### src/rtl/fast_command_encoder_if.sv
// Fast command encoder bus: trigger/BCR controls, queued-command handshake and symbol/counter outputs.
// master drives requests and commands; slave is the encoder.
interface fast_command_encoder_if;
  logic        autoBCREn;
  logic        l1aReq;
  logic        cmdValid;
  logic [3:0]  cmdIndex;
  logic        cmdReady;
  logic [7:0]  fcSymbol;
  logic [3:0]  fcIndex;
  logic [11:0] bcid;
  logic [15:0] l1aCount;
  logic [7:0]  invalidCount;

  modport master (
    output autoBCREn, l1aReq, cmdValid, cmdIndex,
    input  cmdReady, fcSymbol, fcIndex, bcid, l1aCount, invalidCount
  );

  modport slave (
    input  autoBCREn, l1aReq, cmdValid, cmdIndex,
    output cmdReady, fcSymbol, fcIndex, bcid, l1aCount, invalidCount
  );
endinterface

### src/rtl/fast_command_encoder.sv
// Builds one fast command symbol per clk40 frame: L1A/auto-BCR take priority over a small command FIFO, idle fills gaps.
// Latency 1 frame from inputs to fcSymbol; cmdReady drops while the FIFO is full or reset is asserted.
module fast_command_encoder #(
  parameter int ORBIT_LEN  = 3564,
  parameter int FIFO_DEPTH = 4
) (
  input  logic                  clk40,
  input  logic                  reset,
  fast_command_encoder_if.slave fc
);
  localparam int PW = (FIFO_DEPTH > 1) ? $clog2(FIFO_DEPTH) : 1;
  localparam logic [11:0] BCID_LAST = 12'(ORBIT_LEN - 1);

  localparam logic [3:0] IDX_IDLE    = 4'd0;
  localparam logic [3:0] IDX_BCR     = 4'd2;
  localparam logic [3:0] IDX_L1A     = 4'd6;
  localparam logic [3:0] IDX_L1A_BCR = 4'd7;

  logic [3:0]  mem_q [FIFO_DEPTH];
  logic [3:0]  mem_d [FIFO_DEPTH];
  logic [PW-1:0] rd_ptr_q, rd_ptr_d, wr_ptr_q, wr_ptr_d;
  logic [PW:0]   count_q, count_d;
  logic [7:0]  fc_symbol_q, fc_symbol_d;
  logic [3:0]  fc_index_q, fc_index_d;
  logic [11:0] bcid_q, bcid_d;
  logic [15:0] l1a_count_q, l1a_count_d;
  logic [7:0]  invalid_count_q, invalid_count_d;

  logic       auto_bcr, full, empty, cmd_ready, accept, push, pop;
  logic [3:0] sel;

  function automatic logic [7:0] code_of(input logic [3:0] idx);
    case (idx)
      4'd1:    return 8'h33;
      4'd2:    return 8'h5A;
      4'd3:    return 8'h55;
      4'd4:    return 8'h66;
      4'd5:    return 8'h69;
      4'd6:    return 8'h96;
      4'd7:    return 8'h99;
      4'd8:    return 8'hA5;
      4'd9:    return 8'hAA;
      default: return 8'hF0;
    endcase
  endfunction

  always_comb begin
    auto_bcr  = fc.autoBCREn && (bcid_q == BCID_LAST);
    full      = (count_q == (PW+1)'(FIFO_DEPTH));
    empty     = (count_q == '0);
    cmd_ready = !reset && !full;
    accept    = fc.cmdValid && cmd_ready;
    push      = accept && (fc.cmdIndex < 4'd10);
    pop       = 1'b0;

    // Trigger and orbit markers pre-empt the queue; the head waits until a free frame.
    if (auto_bcr && fc.l1aReq) begin
      sel = IDX_L1A_BCR;
    end else if (auto_bcr) begin
      sel = IDX_BCR;
    end else if (fc.l1aReq) begin
      sel = IDX_L1A;
    end else if (!empty) begin
      sel = mem_q[rd_ptr_q];
      pop = 1'b1;
    end else begin
      sel = IDX_IDLE;
    end

    fc_index_d  = sel;
    fc_symbol_d = code_of(sel);

    if (sel == IDX_BCR || sel == IDX_L1A_BCR || bcid_q == BCID_LAST) begin
      bcid_d = '0;
    end else begin
      bcid_d = bcid_q + 12'd1;
    end

    l1a_count_d = l1a_count_q;
    if ((sel == IDX_L1A || sel == IDX_L1A_BCR) && l1a_count_q != 16'hFFFF) begin
      l1a_count_d = l1a_count_q + 16'd1;
    end

    invalid_count_d = invalid_count_q;
    if (accept && !push && invalid_count_q != 8'hFF) begin
      invalid_count_d = invalid_count_q + 8'd1;
    end

    mem_d = mem_q;
    if (push) begin
      mem_d[wr_ptr_q] = fc.cmdIndex;
    end
    wr_ptr_d = push ? PW'(wr_ptr_q + 1'b1) : wr_ptr_q;
    rd_ptr_d = pop  ? PW'(rd_ptr_q + 1'b1) : rd_ptr_q;
    count_d  = count_q + (PW+1)'(push) - (PW+1)'(pop);
  end

  always_ff @(posedge clk40) begin
    if (reset) begin
      rd_ptr_q        <= '0;
      wr_ptr_q        <= '0;
      count_q         <= '0;
      fc_symbol_q     <= 8'hF0;
      fc_index_q      <= IDX_IDLE;
      bcid_q          <= '0;
      l1a_count_q     <= '0;
      invalid_count_q <= '0;
    end else begin
      rd_ptr_q        <= rd_ptr_d;
      wr_ptr_q        <= wr_ptr_d;
      count_q         <= count_d;
      fc_symbol_q     <= fc_symbol_d;
      fc_index_q      <= fc_index_d;
      bcid_q          <= bcid_d;
      l1a_count_q     <= l1a_count_d;
      invalid_count_q <= invalid_count_d;
    end
  end

  // Storage needs no reset: entries are only read while count_q says they are valid.
  always_ff @(posedge clk40) begin
    mem_q <= mem_d;
  end

  assign fc.cmdReady     = cmd_ready;
  assign fc.fcSymbol     = fc_symbol_q;
  assign fc.fcIndex      = fc_index_q;
  assign fc.bcid         = bcid_q;
  assign fc.l1aCount     = l1a_count_q;
  assign fc.invalidCount = invalid_count_q;
endmodule
### src/flat_wrapper.sv
// flat-port wrapper written by rule: the top's interface ports become plain ports
module fast_command_encoder_flat 
#(
  parameter int ORBIT_LEN  = 3564,
  parameter int FIFO_DEPTH = 4
)
  (clk40, reset, fc_autoBCREn, fc_l1aReq, fc_cmdValid, fc_cmdIndex, fc_cmdReady, fc_fcSymbol, fc_fcIndex, fc_bcid, fc_l1aCount, fc_invalidCount);
  fast_command_encoder_if fc_i ();
  input  logic clk40;
  input  logic reset;
  input wire logic [$bits(fc_i.autoBCREn)-1:0] fc_autoBCREn;
  input wire logic [$bits(fc_i.l1aReq)-1:0] fc_l1aReq;
  input wire logic [$bits(fc_i.cmdValid)-1:0] fc_cmdValid;
  input wire logic [$bits(fc_i.cmdIndex)-1:0] fc_cmdIndex;
  output wire logic [$bits(fc_i.cmdReady)-1:0] fc_cmdReady;
  output wire logic [$bits(fc_i.fcSymbol)-1:0] fc_fcSymbol;
  output wire logic [$bits(fc_i.fcIndex)-1:0] fc_fcIndex;
  output wire logic [$bits(fc_i.bcid)-1:0] fc_bcid;
  output wire logic [$bits(fc_i.l1aCount)-1:0] fc_l1aCount;
  output wire logic [$bits(fc_i.invalidCount)-1:0] fc_invalidCount;
  assign fc_i.autoBCREn = fc_autoBCREn;
  assign fc_i.l1aReq = fc_l1aReq;
  assign fc_i.cmdValid = fc_cmdValid;
  assign fc_i.cmdIndex = fc_cmdIndex;
  assign fc_cmdReady = fc_i.cmdReady;
  assign fc_fcSymbol = fc_i.fcSymbol;
  assign fc_fcIndex = fc_i.fcIndex;
  assign fc_bcid = fc_i.bcid;
  assign fc_l1aCount = fc_i.l1aCount;
  assign fc_invalidCount = fc_i.invalidCount;
  fast_command_encoder #(.ORBIT_LEN(ORBIT_LEN), .FIFO_DEPTH(FIFO_DEPTH)) u_core (.clk40(clk40), .reset(reset), .fc(fc_i));
endmodule
### config.mk
export PLATFORM = sky130hd
export DESIGN_NAME = fast_command_encoder_flat
export DESIGN_NICKNAME = d
export VERILOG_FILES = /design/src/rtl/fast_command_encoder_if.sv /design/src/rtl/fast_command_encoder.sv /design/src/flat_wrapper.sv
export SDC_FILE = /design/constraint.sdc
export NUM_CORES = 1
export LEC_CHECK = 0
export ABC_AREA = 1
export CAP_MARGIN = 15
export CORE_MARGIN = 2
export CORE_UTILIZATION = 49
export CTS_BUF_LIST = sky130_fd_sc_hd__clkbuf_4 sky130_fd_sc_hd__clkbuf_8
export DETAILED_ROUTE_END_ITERATION = 16
export PLACE_DENSITY = 0.82
export SLEW_MARGIN = 20
export SYNTH_ARGS = -nofsm -noshare
export SYNTH_HDL_FRONTEND = slang
export SYNTH_SLANG_ARGS = --single-unit
### constraint.sdc
create_clock -name clk40 -period 2.8 [get_ports clk40]
set_input_delay 0.56 -clock clk40 [delete_from_list [all_inputs] [get_ports clk40]]
set_output_delay 0.56 -clock clk40 [all_outputs]
set_load 0.05 [all_outputs]
==> tab_implementation.tex, run 1 <==
\begin{tabular}{lr}
\hline
Metric & Value \\
\hline
\multicolumn{2}{l}{\textbf{Run status}} \\
Run status & complete, no violations \\
\multicolumn{2}{l}{\textbf{Place}} \\
Dpl hpwl & approximately 5500 um \\
IO buf count & 57 \\
Setup slack at placement & $\sim$0.043 ns \\
Final weighted congestion in routability-driven placement & between 0.9 and 1 \\
\multicolumn{2}{l}{\textbf{CTS}} \\
TritonCTS clock tree & done \\
Clock root buffer master & sky130\_fd\_sc\_hd\_\_clkbuf\_8 \\
Number of gates given a new drive strength after cts & 0 \\
CTS sink cnt & 71 \\
Number of levels in the clock H-tree & 3 \\
Number of buffers created by CTS & 9 \\
Clk\_lat worst skew & about 0.35 ns \\
Post-CTS setup buffer count & 0 \\
Clk slew on worst S/H paths & roughly 0.08 ns \\
Max Buffers Root-to-Sink & 2 \\
Cts-stage hold buffer count & 0 \\
\multicolumn{2}{l}{\textbf{STA}} \\
Ratio of final minimum period to clock period & approximately nine tenths \\
Number of max-slew violations in the final report & 0 \\
Time the final worst path needs with I/O delays and setup & roughly 2.5 ns \\
Max transition margin & 66.2\% \\
Setup repair after global routing missed its margin & false \\
Final setup slack of the worst path & 0.274 ns \\
Count of final setup violators & 0 \\
Fin. Hold Viols & 0 \\
Slew at the pin closest to its max-slew limit & approximately 0.51 ns \\
Max Clk Rate & roughly 400 MHz \\
Final setup TNS & 0 ns \\
Worst clock skew on the final layout & between 0.009 and 0.01 ns \\
\multicolumn{2}{l}{\textbf{Worst setup path}} \\
Setup slack, reg-to-reg & 0.27 ns \\
Peak fanout along the critical path & 15 \\
RR Startpoint & u\_core.rd\_ptr\_q[0] \\
WP data required & just over 3 ns \\
Worst r2r path cells & 15 \\
Critical path start-end classification & flop to flop \\
Last element of the critical path & u\_core.fc.l1aCount[12] \\
Endpoint of the worst register-to-register path & u\_core.fc.l1aCount[12] \\
Kind of capture point of the worst setup path & flop \\
CP startpoint kind & flop \\
Critical Path AT & between 2 and 3 ns \\
Worst setup path start & u\_core.rd\_ptr\_q[0] \\
\multicolumn{2}{l}{\textbf{Yosys}} \\
Mux cell area share after synthesis & 0\% \\
Most used flip-flop cell after synthesis & sky130\_fd\_sc\_hd\_\_dfxtp\_1 \\
Number of instances in the synthesized netlist & approximately 450 \\
Library cells used by synthesis & 37 \\
Post-Synthesis Net Count & 470 \\
Average cell area after synthesis & 8.14 um2 \\
Sequential area share after synthesis & 43.6\% \\
Synthesized-area fraction occupied by and/or/nand/nor cells & between 20\% and 30\% \\
Synth Area in XOR/XNOR & around 5.5\% \\
Dominant combinational cell family by area after synthesis & simple AND/OR/NAND/NOR gates \\
Number of flops mapped to enable cells by yosys & 16 \\
Combined area of all synthesized cells & approximately 3600 um2 \\
Share of flip-flops with an asynchronous set or reset & 0\% \\
Area share of the leading cell type in the synthesized netlist & between 30\% and 40\% \\
Synthesized-area fraction occupied by adder cells & 5.38\% \\
Total of flip-flops plus latches after synthesis & 71 \\
Top cells by count, synth & sky130\_fd\_sc\_hd\_\_nand2\_1 (82), sky130\_fd\_sc\_hd\_\_inv\_1 (60), sky130\_fd\_sc\_hd\_\_dfxtp\_1 (55) \\
Share of the synthesized area in compound gates (AO/OA/AOI/OAI) & under 10\% \\
Top-count cell post-synth & sky130\_fd\_sc\_hd\_\_nand2\_1 \\
Post-synthesis cell type with the largest combined area & sky130\_fd\_sc\_hd\_\_dfxtp\_1 \\
Warnings from Yosys & 0 \\
Largest cells by area after synthesis & sky130\_fd\_sc\_hd\_\_dfxtp\_1 (30\%), sky130\_fd\_sc\_hd\_\_edfxtp\_1 (13\%), sky130\_fd\_sc\_hd\_\_nand2\_1 (8.5\%), sky130\_fd\_sc\_hd\_\_inv\_1 (6.2\%), sky130\_fd\_sc\_hd\_\_ha\_1 (4.8\%) \\
\multicolumn{2}{l}{\textbf{Layout}} \\
Final \#Nets & 536 \\
Count of antenna diodes in the layout & 0 \\
Relative area change from synthesis to final layout & 23.7\% \\
Ratio of cells with drive above 1 in the final layout & between 10\% and 20\% \\
\multicolumn{2}{l}{\textbf{Floorplan}} \\
Starting utilization of the core area & 50.3\% \\
Floorplan core area & $\sim$7200 um2 \\
Number of placement rows & 31 \\
Count of boundary I/O pins & 58 \\
Area enclosed by the die boundary & between 8000 and 9000 um2 \\
Horizontal die dimension & between 90 and 100 um \\
Height of the die & between 90 and 100 um \\
\multicolumn{2}{l}{\textbf{Routing}} \\
Via-per-instance ratio & between 5 and 6 \\
Count of nets left with antenna violations after detail routing & 0 \\
DR vias & roughly 3100 \\
Routed wirelength normalized by instance count & between 10 and 15 um \\
Starting DRT DRC Count & 198 \\
Final wirelength & about 7500 um \\
Number of design rule violations left after detail routing & 0 \\
Total iterations of the first detailed-routing run & 5 \\
\multicolumn{2}{l}{\textbf{Global route}} \\
Vias in the first global route & a little under 3000 \\
GR Overflow Total & 0 \\
Antenna violations before repair & 0 \\
Wire length of the first global-routing pass & roughly 13000 um \\
Maximum number of pins on one net before global-route repair & 26 \\
Total global routing track utilization & approximately a fifth \\
\multicolumn{2}{l}{\textbf{Power and ir drop}} \\
Static leakage & around 1.7 nW \\
Areal power density over the cells & about 690 nW/um2 \\
Post-layout power & between 3 and 4 mW \\
Peak supply drop & between 0.2 and 0.3 mV \\
\multicolumn{2}{l}{\textbf{Worst hold path}} \\
Hold Path Cell Cnt & 1 \\
Worst hold-check path type & flop to flop \\
\multicolumn{2}{l}{\textbf{Run}} \\
Maximum capacitance violations & 0 \\
\hline
\end{tabular}
-- routing by layer --
layer  wire length, um  track usage [%]
met5                 0                0
met4               176             9.49
met3               400             3.52
met2              3630             33.2
met1              3300             23.9
-- registers in the layout (all words and copies together), names as in the netlist --
register	count
u_core.mem_q	16
u_core.wr_ptr_q	2
u_core.rd_ptr_q	2
u_core.fc.fcIndex	4
u_core.fc.invalidCount	8
u_core.fc.fcSymbol	8
u_core.count_q	3
u_core.fc.bcid	12
u_core.fc.l1aCount	16
-- cells in the final DEF, fill, tap and decap left out, types with 2 or more instances in the layout --
| master | n |
|---|---|
| sky130_fd_sc_hd__nand2_1 | 82 |
| sky130_fd_sc_hd__inv_1 | 60 |
| sky130_fd_sc_hd__clkdlybuf4s50_1 | 56 |
| sky130_fd_sc_hd__dfxtp_1 | 55 |
| sky130_fd_sc_hd__nor2_1 | 45 |
| sky130_fd_sc_hd__nand3_1 | 26 |
| sky130_fd_sc_hd__a21oi_1 | 24 |
| sky130_fd_sc_hd__o21ai_0 | 21 |
| sky130_fd_sc_hd__nand4_1 | 21 |
| sky130_fd_sc_hd__edfxtp_1 | 16 |
| sky130_fd_sc_hd__nor2_2 | 15 |
| sky130_fd_sc_hd__xor2_1 | 15 |
| sky130_fd_sc_hd__ha_1 | 14 |
| sky130_fd_sc_hd__clkbuf_8 | 9 |
| sky130_fd_sc_hd__buf_4 | 9 |
| sky130_fd_sc_hd__xnor2_1 | 8 |
| sky130_fd_sc_hd__nor3_1 | 6 |
| sky130_fd_sc_hd__nand2_2 | 4 |
| sky130_fd_sc_hd__inv_2 | 2 |
| sky130_fd_sc_hd__nor2_4 | 2 |
| sky130_fd_sc_hd__nand4_4 | 2 |
| sky130_fd_sc_hd__a21oi_2 | 2 |
| sky130_fd_sc_hd__nand3_4 | 2 |
| sky130_fd_sc_hd__clkinvlp_4 | 2 |
| sky130_fd_sc_hd__clkinv_2 | 2 |
-- cell families after synthesis --
family,after synthesis
compound gates,53
buf+inv,74
flops,71
xor+xnor,23
simple gates,210
fa+ha+maj,15
-- power by group --
part / internal, mW / switching [mW]
logic: 0.379 / 0.782
registers: 1.16 / 0.0812
clock network: 0.326 / 0.375
total: 1.86 / 1.24
-- worst max-delay path: stages, from the launching register on --
cell and delay [ns]:
sky130_fd_sc_hd__dfxtp_1 0.55, sky130_fd_sc_hd__inv_4 0.11, sky130_fd_sc_hd__nand2_1 0.08, sky130_fd_sc_hd__nand3_1 0.07, sky130_fd_sc_hd__nand3_1 0.11, sky130_fd_sc_hd__nand2_1 0.06
sky130_fd_sc_hd__nor2_1 0.26, sky130_fd_sc_hd__inv_1 0.19, sky130_fd_sc_hd__ha_1 0.24, sky130_fd_sc_hd__inv_1 0.10, sky130_fd_sc_hd__nand2_1 0.13, sky130_fd_sc_hd__buf_4 0.22
sky130_fd_sc_hd__nand4_1 0.13, sky130_fd_sc_hd__nand2_1 0.06, sky130_fd_sc_hd__nand2_1 0.05, sky130_fd_sc_hd__nor2_1 0.05
-- per-stage QoR --
step	instances	hold slack, ns	instance area [um2]	util, %
3_5_place_dp	600	0.462	4320	59.9
5_1_grt	616	0.498	4490	62.3
6_report	616	0.478	4490	62.3
3_3_place_gp	600	0.454	4320	59.9
2_1_floorplan	446	0.457	3630	-
4_1_cts	616	0.481	4490	62.3
-- how the worst min path moves through the flow --
| stage | start | end | slack (ns) |
|---|---|---|---|
| 3_3_place_gp | u_core.fc.bcid[0] | u_core.fc.bcid[0] | 0.45 |
| 4_1_cts | u_core.fc.bcid[0] | u_core.fc.bcid[0] | 0.48 |
| 5_1_grt | u_core.fc.bcid[0] | u_core.fc.bcid[0] | 0.50 |
| 3_5_place_dp | u_core.fc.bcid[0] | u_core.fc.bcid[0] | 0.46 |
| 6_report | u_core.fc.bcid[0] | u_core.fc.bcid[0] | 0.48 |
| 2_1_floorplan | u_core.count_q[2] | u_core.count_q[2] | 0.46 |
-- cell type report --
type	instances	area, um2
clock inverters	6	37.5
flip-flops and latches	71	1580
well taps	99	124
repair buffers	66	648
inverters	63	239
multi-input cells	301	1730
fillers	621	2720
clock buffers	10	131
Power figures use the tool's default switching activity.
==> run 2, diff against run 1 <==
==> constraint.sdc (replaced) <==
create_clock -name clk40 -period 3 [get_ports clk40]
set_input_delay 0.6 -clock clk40 [delete_from_list [all_inputs] [get_ports clk40]]
set_output_delay 0.6 -clock clk40 [all_outputs]
set_load 0.05 [all_outputs]
==> tab_implementation.tex, run 2 (same netlist as run 1, synthesis figures left out) <==
\begin{tabular}{lr}
\hline
Metric & Value \\
\hline
\multicolumn{2}{l}{\textbf{Global route}} \\
Total global routing track utilization & 19.0\% (was 19.5\%) \\
Vias in the first global route & 2967 (was 2954) \\
GR Overflow Total & 0 (unchanged) \\
Wire length of the first global-routing pass & 12700 um (was 13100 um) \\
Antenna violations before repair & 0 (unchanged) \\
Maximum number of pins on one net before global-route repair & 26 (unchanged) \\
\multicolumn{2}{l}{\textbf{STA}} \\
Fin. Hold Viols & 0 (unchanged) \\
Ratio of final minimum period to clock period & 89.8\% (was 90.2\%) \\
Worst clock skew on the final layout & 0.0103 ns (was 0.00949 ns) \\
Slew at the pin closest to its max-slew limit & 0.526 ns (was 0.506 ns) \\
Max Clk Rate & 371 MHz (was 396 MHz) \\
Setup repair after global routing missed its margin & false (unchanged) \\
Count of final setup violators & 0 (unchanged) \\
Final setup slack of the worst path & 0.307 ns (was 0.274 ns) \\
Number of max-slew violations in the final report & 0 (unchanged) \\
Final setup TNS & 0 ns (unchanged) \\
Time the final worst path needs with I/O delays and setup & 2.69 ns (was 2.53 ns) \\
Max transition margin & 64.9\% (was 66.2\%) \\
\multicolumn{2}{l}{\textbf{Worst setup path}} \\
Critical Path AT & 2.95 ns (was 2.77 ns) \\
CP cell instances & ha\_1 -> nand2\_1 -> nor2\_2 -> nand4\_4 -> nand2\_1 -> inv\_1 -> ha\_1 -> inv\_1 -> ha\_1 -> inv\_1 -> fa\_1 -> xor2\_1 -> o21ai\_0 -> a21oi\_1 (was inv\_4 -> nand2\_1 -> nand3\_1 -> nand3\_1 -> nand2\_1 -> nor2\_1 -> inv\_1 -> ha\_1 -> inv\_1 -> nand2\_1 -> buf\_4 -> nand4\_1 -> nand2\_1 -> nand2\_1 -> nor2\_1) \\
Setup slack, reg-to-reg & 0.31 ns (was 0.27 ns) \\
Kind of capture point of the worst setup path & flop (unchanged) \\
Worst setup path start & u\_core.fc.bcid[0] (was u\_core.rd\_ptr\_q[0]) \\
Critical path start-end classification & flop to flop (unchanged) \\
CP startpoint kind & flop (unchanged) \\
RR Startpoint & u\_core.fc.bcid[0] (was u\_core.rd\_ptr\_q[0]) \\
CP max stage cell & sky130\_fd\_sc\_hd\_\_dfxtp\_1 (unchanged) \\
Endpoint of the worst register-to-register path & u\_core.count\_q[2] (was u\_core.fc.l1aCount[12]) \\
Peak fanout along the critical path & 4 (was 15) \\
WP data required & 3.25 ns (was 3.04 ns) \\
Worst r2r path cells & 14 (was 15) \\
Delay of the slowest critical-path stage & 0.39 ns (was 0.55 ns) \\
\multicolumn{2}{l}{\textbf{CTS}} \\
Post-CTS setup buffer count & 0 (unchanged) \\
CTS sink cnt & 71 (unchanged) \\
Cts-stage hold buffer count & 0 (unchanged) \\
Clk\_lat worst skew & 0.34 ns (was 0.35 ns) \\
Number of gates given a new drive strength after cts & 0 (unchanged) \\
TritonCTS clock tree & done (unchanged) \\
Max Buffers Root-to-Sink & 2 (unchanged) \\
Clk slew on worst S/H paths & 0.07 ns (was 0.08 ns) \\
Clock root buffer master & sky130\_fd\_sc\_hd\_\_clkbuf\_8 (unchanged) \\
Number of levels in the clock H-tree & 3 (unchanged) \\
Number of buffers created by CTS & 9 (unchanged) \\
\multicolumn{2}{l}{\textbf{Floorplan}} \\
Count of boundary I/O pins & 58 (unchanged) \\
Floorplan core area & 7210 um2 (unchanged) \\
Starting utilization of the core area & 50.3\% (unchanged) \\
Area enclosed by the die boundary & 8110 um2 (unchanged) \\
Horizontal die dimension & 90.1 um (unchanged) \\
Number of placement rows & 31 (unchanged) \\
Height of the die & 90.1 um (unchanged) \\
\multicolumn{2}{l}{\textbf{Layout}} \\
Final \#Nets & 534 (was 536) \\
Relative area change from synthesis to final layout & 24.3\% (was 23.7\%) \\
FF/Latch Area & 1580 um2 (unchanged) \\
Count of antenna diodes in the layout & 0 (unchanged) \\
Leading cell type in the layout, fill and taps excluded & sky130\_fd\_sc\_hd\_\_nand2\_1 (unchanged) \\
Commonest cells after routing, fill and taps aside & sky130\_fd\_sc\_hd\_\_nand2\_1 (82), sky130\_fd\_sc\_hd\_\_inv\_1 (60), sky130\_fd\_sc\_hd\_\_clkdlybuf4s50\_1 (56) (unchanged) \\
Ratio of cells with drive above 1 in the final layout & 11.5\% (was 11.6\%) \\
Layout filler cell count & 642 (was 621) \\
Multi-input gate area & 1730 um2 (unchanged) \\
\multicolumn{2}{l}{\textbf{Routing}} \\
Final wirelength & 7410 um (was 7510 um) \\
Count of nets left with antenna violations after detail routing & 0 (unchanged) \\
DR vias & 3089 (was 3083) \\
Starting DRT DRC Count & 139 (was 198) \\
Total iterations of the first detailed-routing run & 4 (was 5) \\
Number of design rule violations left after detail routing & 0 (unchanged) \\
Routed wirelength normalized by instance count & 12.1 um (was 12.2 um) \\
Via-per-instance ratio & 5.03 (was 5.00) \\
\multicolumn{2}{l}{\textbf{Run}} \\
Maximum capacitance violations & 0 (unchanged) \\
\multicolumn{2}{l}{\textbf{Worst hold path}} \\
Sink of the worst hold path & u\_core.fc.invalidCount[4] (was u\_core.fc.bcid[0]) \\
Hold Path Cell Cnt & 2 (was 1) \\
Launch instance of the worst min-delay path & u\_core.fc.invalidCount[4] (was u\_core.fc.bcid[0]) \\
Worst hold-check path type & flop to flop (unchanged) \\
\multicolumn{2}{l}{\textbf{Power and ir drop}} \\
Areal power density over the cells & 672 nW/um2 (was 691 nW/um2) \\
Static leakage & 1.71 nW (was 1.69 nW) \\
Peak supply drop & 0.287 mV (was 0.290 mV) \\
\multicolumn{2}{l}{\textbf{Place}} \\
Setup slack at placement & 0.123 ns (was 0.0432 ns) \\
Final weighted congestion in routability-driven placement & 0.898 (was 0.923) \\
IO buf count & 57 (unchanged) \\
Dpl hpwl & 5480 um (was 5470 um) \\
\multicolumn{2}{l}{\textbf{Run status}} \\
Run status & complete, no violations (unchanged) \\
\hline
\end{tabular}
-- run 2: cell count changes in the layout (fill, tap and decap cells not counted), sizes merged --
cell and delta:
bufinv +1, buf -2, clkbuf +5, clkinv -4
clkinvlp -2
-- run 2: worst max-delay path by stage --
| stage | cells past startpoint | slack [ns] | to |
|---|---|---|---|
| floorplan | 14 | 0.22 | u_core.count_q[2] |
| global placement | 12 | 0.19 | u_core.count_q[2] |
| detailed placement | 12 | 0.12 | u_core.count_q[2] |
| CTS | 14 | 0.33 | u_core.count_q[2] |
| global route | 14 | 0.06 | u_core.count_q[2] |
| finish | 14 | 0.31 | u_core.count_q[2] |
-- run 2: cell type report --
class                   count  share of cell area [%]
multi-input cells         301                    38.3
well taps                  99                    2.74
clock inverters             1                   0.665
inverters                  63                    5.30
clock buffers              15                    3.88
repair buffers             64                    14.0
flip-flops and latches     71                    35.0
-- run 2: metal layers --
layer / up-vias / part of all wire [%] / GRT usage, %
met4: 0 / 2.2 / 9.36
met5: - / 0 / 0
met1: 1410 / 44 / 21.6
met3: 19 / 3.5 / 3.69
li1: 1576 / - / -
met2: 84 / 50 / 34.1
-- run 2: power breakdown --
| part | total [mW] | switching, mW | internal, mW |
|---|---|---|---|
| clock network | 0.781 | 0.326 | 0.455 |
| registers | 1.16 | 0.0762 | 1.08 |
| logic | 1.09 | 0.738 | 0.357 |
-- run 2: stage by stage --
stage	total power [mW]	hold slack, ns	instances	util, %	area (um2)
CTS	3.04	0.475	614	62.6	4510
global placement	2.23	0.453	598	59.7	4310
finish	3.03	0.473	614	62.6	4510
global route	3.20	0.493	614	62.6	4510
detailed placement	2.27	0.459	598	59.7	4310
floorplan	1.98	0.457	446	-	3630
-- run 2: critical path: cells and delay by family, from the launching register on --
| kind | cells | cell delay, ns |
|---|---|---|
| buffers and inverters | 3 | 0.18 |
| DFF | 1 | 0.39 |
| xor gates and xnor gates | 1 | 0.19 |
| adders and majority gates | 4 | 1.06 |
| AOI/OAI and AO/OA | 2 | 0.28 |
| and+or+nand+nor | 4 | 0.49 |
==> run 3, diff against run 2 <==
--- a/config.mk
+++ b/config.mk
@@ -7,11 +7,14 @@
 export LEC_CHECK = 0
 export ABC_AREA = 1
 export CAP_MARGIN = 15
-export CORE_MARGIN = 2
-export CORE_UTILIZATION = 49
+export CELL_PAD_IN_SITES_DETAIL_PLACEMENT = 0
+export CELL_PAD_IN_SITES_GLOBAL_PLACEMENT = 1
+export CORE_MARGIN = 3
+export CORE_UTILIZATION = 44
 export CTS_BUF_LIST = sky130_fd_sc_hd__clkbuf_4 sky130_fd_sc_hd__clkbuf_8
+export CTS_CLUSTER_SIZE = 12
 export DETAILED_ROUTE_END_ITERATION = 16
-export PLACE_DENSITY = 0.82
+export PLACE_DENSITY = 0.95
 export SLEW_MARGIN = 20
 export SYNTH_ARGS = -nofsm -noshare
 export SYNTH_HDL_FRONTEND = slang
==> tab_implementation.tex, run 3 (same netlist as run 1, synthesis figures left out) <==
\begin{tabular}{lr}
\hline
Metric & Value \\
\hline
\multicolumn{2}{l}{\textbf{CTS}} \\
Clock root buffer master & sky130\_fd\_sc\_hd\_\_clkbuf\_8 (unchanged) \\
Number of gates given a new drive strength after cts & 0 (unchanged) \\
Cts-stage hold buffer count & 0 (unchanged) \\
Number of buffers created by CTS & 9 (unchanged) \\
Max Buffers Root-to-Sink & 2 (unchanged) \\
Post-CTS setup buffer count & 0 (unchanged) \\
Clk slew on worst S/H paths & 0.08 ns (was 0.07 ns) \\
Number of levels in the clock H-tree & 3 (unchanged) \\
TritonCTS clock tree & done (unchanged) \\
CTS sink cnt & 71 (unchanged) \\
Clk\_lat worst skew & 0.34 ns (about the same) \\
\multicolumn{2}{l}{\textbf{STA}} \\
Slew at the pin closest to its max-slew limit & 0.506 ns (was 0.526 ns) \\
Fin. Hold Viols & 0 (unchanged) \\
Setup repair after global routing missed its margin & false (unchanged) \\
Max Clk Rate & 388 MHz (was 371 MHz) \\
Count of final setup violators & 0 (unchanged) \\
Ratio of final minimum period to clock period & 86.0\% (was 89.8\%) \\
Worst clock skew on the final layout & 0.0120 ns (was 0.0103 ns) \\
Final setup TNS & 0 ns (unchanged) \\
Final setup slack of the worst path & 0.421 ns (was 0.307 ns) \\
Number of max-slew violations in the final report & 0 (unchanged) \\
Time the final worst path needs with I/O delays and setup & 2.58 ns (was 2.69 ns) \\
Max transition margin & 66.2\% (was 64.9\%) \\
\multicolumn{2}{l}{\textbf{Worst setup path}} \\
Critical Path AT & 2.80 ns (was 2.95 ns) \\
Peak fanout along the critical path & 4 (unchanged) \\
CP startpoint kind & flop (unchanged) \\
WP data required & 3.22 ns (was 3.25 ns) \\
Critical path start-end classification & flop to flop (unchanged) \\
Kind of capture point of the worst setup path & flop (unchanged) \\
\multicolumn{2}{l}{\textbf{Global route}} \\
Total global routing track utilization & 16.7\% (was 19.0\%) \\
Maximum number of pins on one net before global-route repair & 26 (unchanged) \\
Vias in the first global route & 2957 (was 2967) \\
Wire length of the first global-routing pass & 13300 um (was 12700 um) \\
Antenna violations before repair & 0 (unchanged) \\
GR Overflow Total & 0 (unchanged) \\
\multicolumn{2}{l}{\textbf{Routing}} \\
Via-per-instance ratio & 4.94 (was 5.03) \\
Number of design rule violations left after detail routing & 0 (unchanged) \\
DR vias & 3046 (was 3089) \\
Count of nets left with antenna violations after detail routing & 0 (unchanged) \\
Final wirelength & 7650 um (was 7410 um) \\
Routed wirelength normalized by instance count & 12.4 um (was 12.1 um) \\
Total iterations of the first detailed-routing run & 4 (unchanged) \\
Starting DRT DRC Count & 129 (was 139) \\
\multicolumn{2}{l}{\textbf{Place}} \\
Setup slack at placement & 0.145 ns (was 0.123 ns) \\
Final weighted congestion in routability-driven placement & 0.817 (was 0.898) \\
IO buf count & 57 (unchanged) \\
Dpl hpwl & 5570 um (was 5480 um) \\
\multicolumn{2}{l}{\textbf{Layout}} \\
Commonest cells after routing, fill and taps aside & sky130\_fd\_sc\_hd\_\_nand2\_1 (82), sky130\_fd\_sc\_hd\_\_inv\_1 (60), sky130\_fd\_sc\_hd\_\_clkdlybuf4s50\_1 (56) (unchanged) \\
Leading cell type in the layout, fill and taps excluded & sky130\_fd\_sc\_hd\_\_nand2\_1 (unchanged) \\
Count of antenna diodes in the layout & 0 (unchanged) \\
Relative area change from synthesis to final layout & 24.4\% (was 24.3\%) \\
Final \#Nets & 534 (unchanged) \\
Layout filler cell count & 740 (was 642) \\
Ratio of cells with drive above 1 in the final layout & 11.5\% (unchanged) \\
\multicolumn{2}{l}{\textbf{Power and ir drop}} \\
Peak supply drop & 0.293 mV (was 0.287 mV) \\
Areal power density over the cells & 671 nW/um2 (was 672 nW/um2) \\
Static leakage & 1.71 nW (about the same) \\
\multicolumn{2}{l}{\textbf{Floorplan}} \\
Number of placement rows & 32 (was 31) \\
Height of the die & 96.8 um (was 90.1 um) \\
Horizontal die dimension & 96.8 um (was 90.1 um) \\
Starting utilization of the core area & 46.0\% (was 50.3\%) \\
Area enclosed by the die boundary & 9380 um2 (was 8110 um2) \\
Count of boundary I/O pins & 58 (unchanged) \\
Floorplan core area & 7890 um2 (was 7210 um2) \\
\multicolumn{2}{l}{\textbf{Run}} \\
Maximum capacitance violations & 0 (unchanged) \\
\multicolumn{2}{l}{\textbf{Run status}} \\
Run status & complete, no violations (unchanged) \\
\multicolumn{2}{l}{\textbf{Worst hold path}} \\
Worst hold-check path type & flop to flop (unchanged) \\
\hline
\end{tabular}
-- run 3: cell count changes in the layout (fill, tap and decap cells not counted) --
cell,previous run,this run
sky130_fd_sc_hd__clkinv_2,0,3
sky130_fd_sc_hd__clkbuf_8,10,11
sky130_fd_sc_hd__clkbuf_4,5,1
-- run 3: area by class of cell --
type	instances	area [um2]	share of cell area [%]
Inverter	63	239	5.29
Timing Repair Buffer	64	633	14.0
Tap cell	102	128	2.83
Clock buffer	12	159	3.52
Clock inverter	4	45.0	0.998
Sequential cell	71	1580	35.0
Multi-Input combinational cell	301	1730	38.3
-- run 3: worst paths after layout --
kind	slack [ns]	startpoint	end	cells past startpoint
max	0.42	u_core.fc.bcid[0]	u_core.count_q[2]	14
min	0.46	u_core.fc.invalidCount[4]	u_core.fc.invalidCount[4]	2
min reg2reg	0.46	u_core.fc.invalidCount[4]	u_core.fc.invalidCount[4]	2
max reg2reg	0.42	u_core.fc.bcid[0]	u_core.count_q[2]	14
-- run 3: metrics by stage --
| stage | power, mW | utilization (%) | hold slack, ns | instances | instance area (um2) |
|---|---|---|---|---|---|
| 2_1_floorplan | 1.98 | - | 0.457 | 446 | 3630 |
| 3_3_place_gp | 2.25 | 54.7 | 0.451 | 601 | 4310 |
| 3_5_place_dp | 2.27 | 54.7 | 0.456 | 601 | 4310 |
| 4_1_cts | 3.05 | 57.2 | 0.469 | 617 | 4520 |
| 5_1_grt | 3.20 | 57.2 | 0.496 | 617 | 4520 |
| 6_report | 3.03 | 57.2 | 0.465 | 617 | 4520 |
-- run 3: critical path, cell delays in order, from the launching register on --
cell                      delay [ns]
sky130_fd_sc_hd__dfxtp_1        0.39
sky130_fd_sc_hd__ha_1           0.26
sky130_fd_sc_hd__nand2_1        0.09
sky130_fd_sc_hd__nor2_2         0.17
sky130_fd_sc_hd__nand4_4        0.13
sky130_fd_sc_hd__nand2_1        0.11
sky130_fd_sc_hd__inv_1          0.07
sky130_fd_sc_hd__ha_1           0.29
sky130_fd_sc_hd__inv_1          0.06
sky130_fd_sc_hd__ha_1           0.13
sky130_fd_sc_hd__inv_1          0.05
sky130_fd_sc_hd__fa_1           0.37
sky130_fd_sc_hd__xor2_1         0.16
sky130_fd_sc_hd__o21ai_0        0.14
sky130_fd_sc_hd__a21oi_1        0.05
-- run 3: report_power, final --
| part | switching, mW | internal, mW |
|---|---|---|
| sequential | 0.0748 | 1.08 |
| combinational | 0.735 | 0.356 |
| clock | 0.347 | 0.435 |
-- run 3: layer usage --
layer | track usage [%] | vias to the layer above | wire (um)
li1 | - | 1578 | -
met1 | 20.9 | 1391 | 3590
met2 | 28.1 | 66 | 3650
met3 | 3.17 | 11 | 295
met4 | 7.02 | 0 | 121
met5 | 0 | - | 0
==> RTL change: new RTL, settings of run 2 <==
`FIFO_DEPTH` is set to 4 in 2 places; all go to 8.
--- a/src/rtl/fast_command_encoder.sv
+++ b/src/rtl/fast_command_encoder.sv
@@ -2,7 +2,7 @@
 // Latency 1 frame from inputs to fcSymbol; cmdReady drops while the FIFO is full or reset is asserted.
 module fast_command_encoder #(
   parameter int ORBIT_LEN  = 3564,
-  parameter int FIFO_DEPTH = 4
+  parameter int FIFO_DEPTH = 8
 ) (
   input  logic                  clk40,
   input  logic                  reset,
--- a/src/flat_wrapper.sv
+++ b/src/flat_wrapper.sv
@@ -2,7 +2,7 @@
 module fast_command_encoder_flat 
 #(
   parameter int ORBIT_LEN  = 3564,
-  parameter int FIFO_DEPTH = 4
+  parameter int FIFO_DEPTH = 8
 )
   (clk40, reset, fc_autoBCREn, fc_l1aReq, fc_cmdValid, fc_cmdIndex, fc_cmdReady, fc_fcSymbol, fc_fcIndex, fc_bcid, fc_l1aCount, fc_invalidCount);
   fast_command_encoder_if fc_i ();
Function: changed (a bounded check fails within 10 cycles, from zero or initial values and one cycle with reset high).
==> RTL change against run 2 <==
Hold slack better by 3.5 ps; count of clock-buffer cells in the layout is 4 lower; sequential power is 25% higher; sequential cell count up 19; cell area is 18% higher; routed wire length grew 29%; area after synthesis increased by 22%; critical path depth unchanged; worst setup slack is essentially flat; power increased by 22%; combinational power grew 39%.
==> RTL change: results (changes against run 2) <==
Post-Route WL=9.539 mm (+29%); Largest Register=u_core.mem_q; result of the run=completed; Max stage delay on crit path=410 ps (+20 ps); detailed placer's ending HPWL=6.936 mm (+27%); vias in the first global route=3579 (+21%); area share of fa/ha/maj cells after synthesis=4.675% (-0.70 points); Cells after DPL=696 (+16%); Seq/Total Area, Yosys=47.76% (+4.2 points); vias post-DR=3735 (+21%); Crit path max-delay family=simple AND/OR/NAND/NOR gates; Clock Latency Late Sink=360 ps (+20 ps); CTS max path bufs=2 (unchanged); first-pass GRT wire length=15.92 mm (+25%); GRT Total Usage=19.73% (+0.69 points); Synth Area in Compound Gates=8.167% (+0.14 points); Avg Inst Size Synth=8.305 µm² (+2.0%); Filler Cells Inserted=732 (+14%); largest net degree at the start of global routing=30 (+15%); net count after synthesis=560 (+19%); Critical Path AT=2980 ps (+30 ps); Area contributors post-synth=dfxtp_1 26%, edfxtp_1 22%, nand2_1 10%; Yosys warning total=0 (unchanged); total CTS buffers=9 (unchanged); number of synthesized flops with an enable pin=32 (+16); H-tree depth=3 (unchanged); xor/xnor share of the synthesized area=4.534% (-1.0 points); slew at the pin with the worst max-slew slack=530.4 ps (+3.865 ps); ant diodes=0 (unchanged); layout cells sized above 1=9.603% (-1.9 points); Layout Skew=12.44 ps (+2.147 ps); worst-path fanout max=17 (+13); initial detailed-routing violation count=220 (+58%); Post-synth top cells=123 x nand2_1, 67 x nor2_1, 58 x dfxtp_1, 55 x inv_1, 32 x edfxtp_1; GP Congestion=0.9212 (+2.6%); NumNets Final=624 (+17%); Pre-antenna DRT Iters=6 (+2); max reg flops=32; Pleak=2.076 nW (+21%); share of flip-flops with an asynchronous set or reset=0% (unchanged); Synth cell types=36 (-2.7%); CTS root buf=clkbuf_8; Peak VDD IR=0.0003789 V (+32%); fin cells=712 (+16%); Buffers on Ports=57 (unchanged)
==> RTL change: cell families after synthesis <==
kind of cell               after synthesis
buffers and inverters                   77
adders and majority gates               16
and+or+nand+nor                        267
DFF                                     90
xor gates and xnor gates                23
AOI/OAI and AO/OA                       62
==> RTL change: power breakdown <==
group	leakage [nW]	switching, W	internal (W)	total, W
combinational	1.23	0.00102	0.000485	0.00151
clock	0.0815	0.000420	0.000316	0.000735
sequential	0.761	0.0000696	0.00138	0.00145
total	2.08	0.00151	0.00219	0.00370
==> RTL change: stage by stage <==
stage	util (%)	instance area, µm²	setup slack (ps)
finish	60.59	5310	306.2
detailed placement	58.57	5132	153.2
floorplan	-	4443	239.2
global route	60.59	5310	48.75
global placement	58.57	5132	223.3
CTS	60.51	5303	295.5
==> RTL change: final timing paths <==
kind	start	to	slack, ps	cells after the start
setup / recovery	u_core.rd_ptr_q[0]$_SDFFE_PP0P_	u_core.fc.l1aCount[13]$_SDFFE_PP0P_	310	14
hold / removal	u_core.fc.bcid[0]$_SDFF_PP0_	u_core.fc.bcid[0]$_SDFF_PP0_	480	1
setup reg to reg	u_core.rd_ptr_q[0]$_SDFFE_PP0P_	u_core.fc.l1aCount[13]$_SDFFE_PP0P_	310	14
hold reg to reg	u_core.fc.bcid[0]$_SDFF_PP0_	u_core.fc.bcid[0]$_SDFF_PP0_	480	1
==> RTL change: what timing repair did <==
item,in CTS,in global routing
endpoints found under the setup margin,0,3
setup buffers,0,0
hold buffers,0,0
resized for setup,0,2
hold endpoints to repair,0,0
==> RTL change: area by class of cell <==
| cell class | instances | share of cell area (%) |
|---|---|---|
| flip-flops and latches | 90 | 39.96 |
| multi-input cells | 368 | 37.28 |
| repair buffers | 68 | 12.56 |
| inverters | 62 | 4.453 |
| clock buffers | 11 | 2.615 |
| well taps | 108 | 2.545 |
| clock inverters | 5 | 0.5891 |
==> RTL change: routing by layer <==
metal,GRT usage (%),vias to the layer above,wire length [µm]
met5,0,-,0
met4,8.325,0,165
met3,3.725,14,471
met2,34.20,97,4774
met1,24.06,1745,4127
li1,-,1879,-
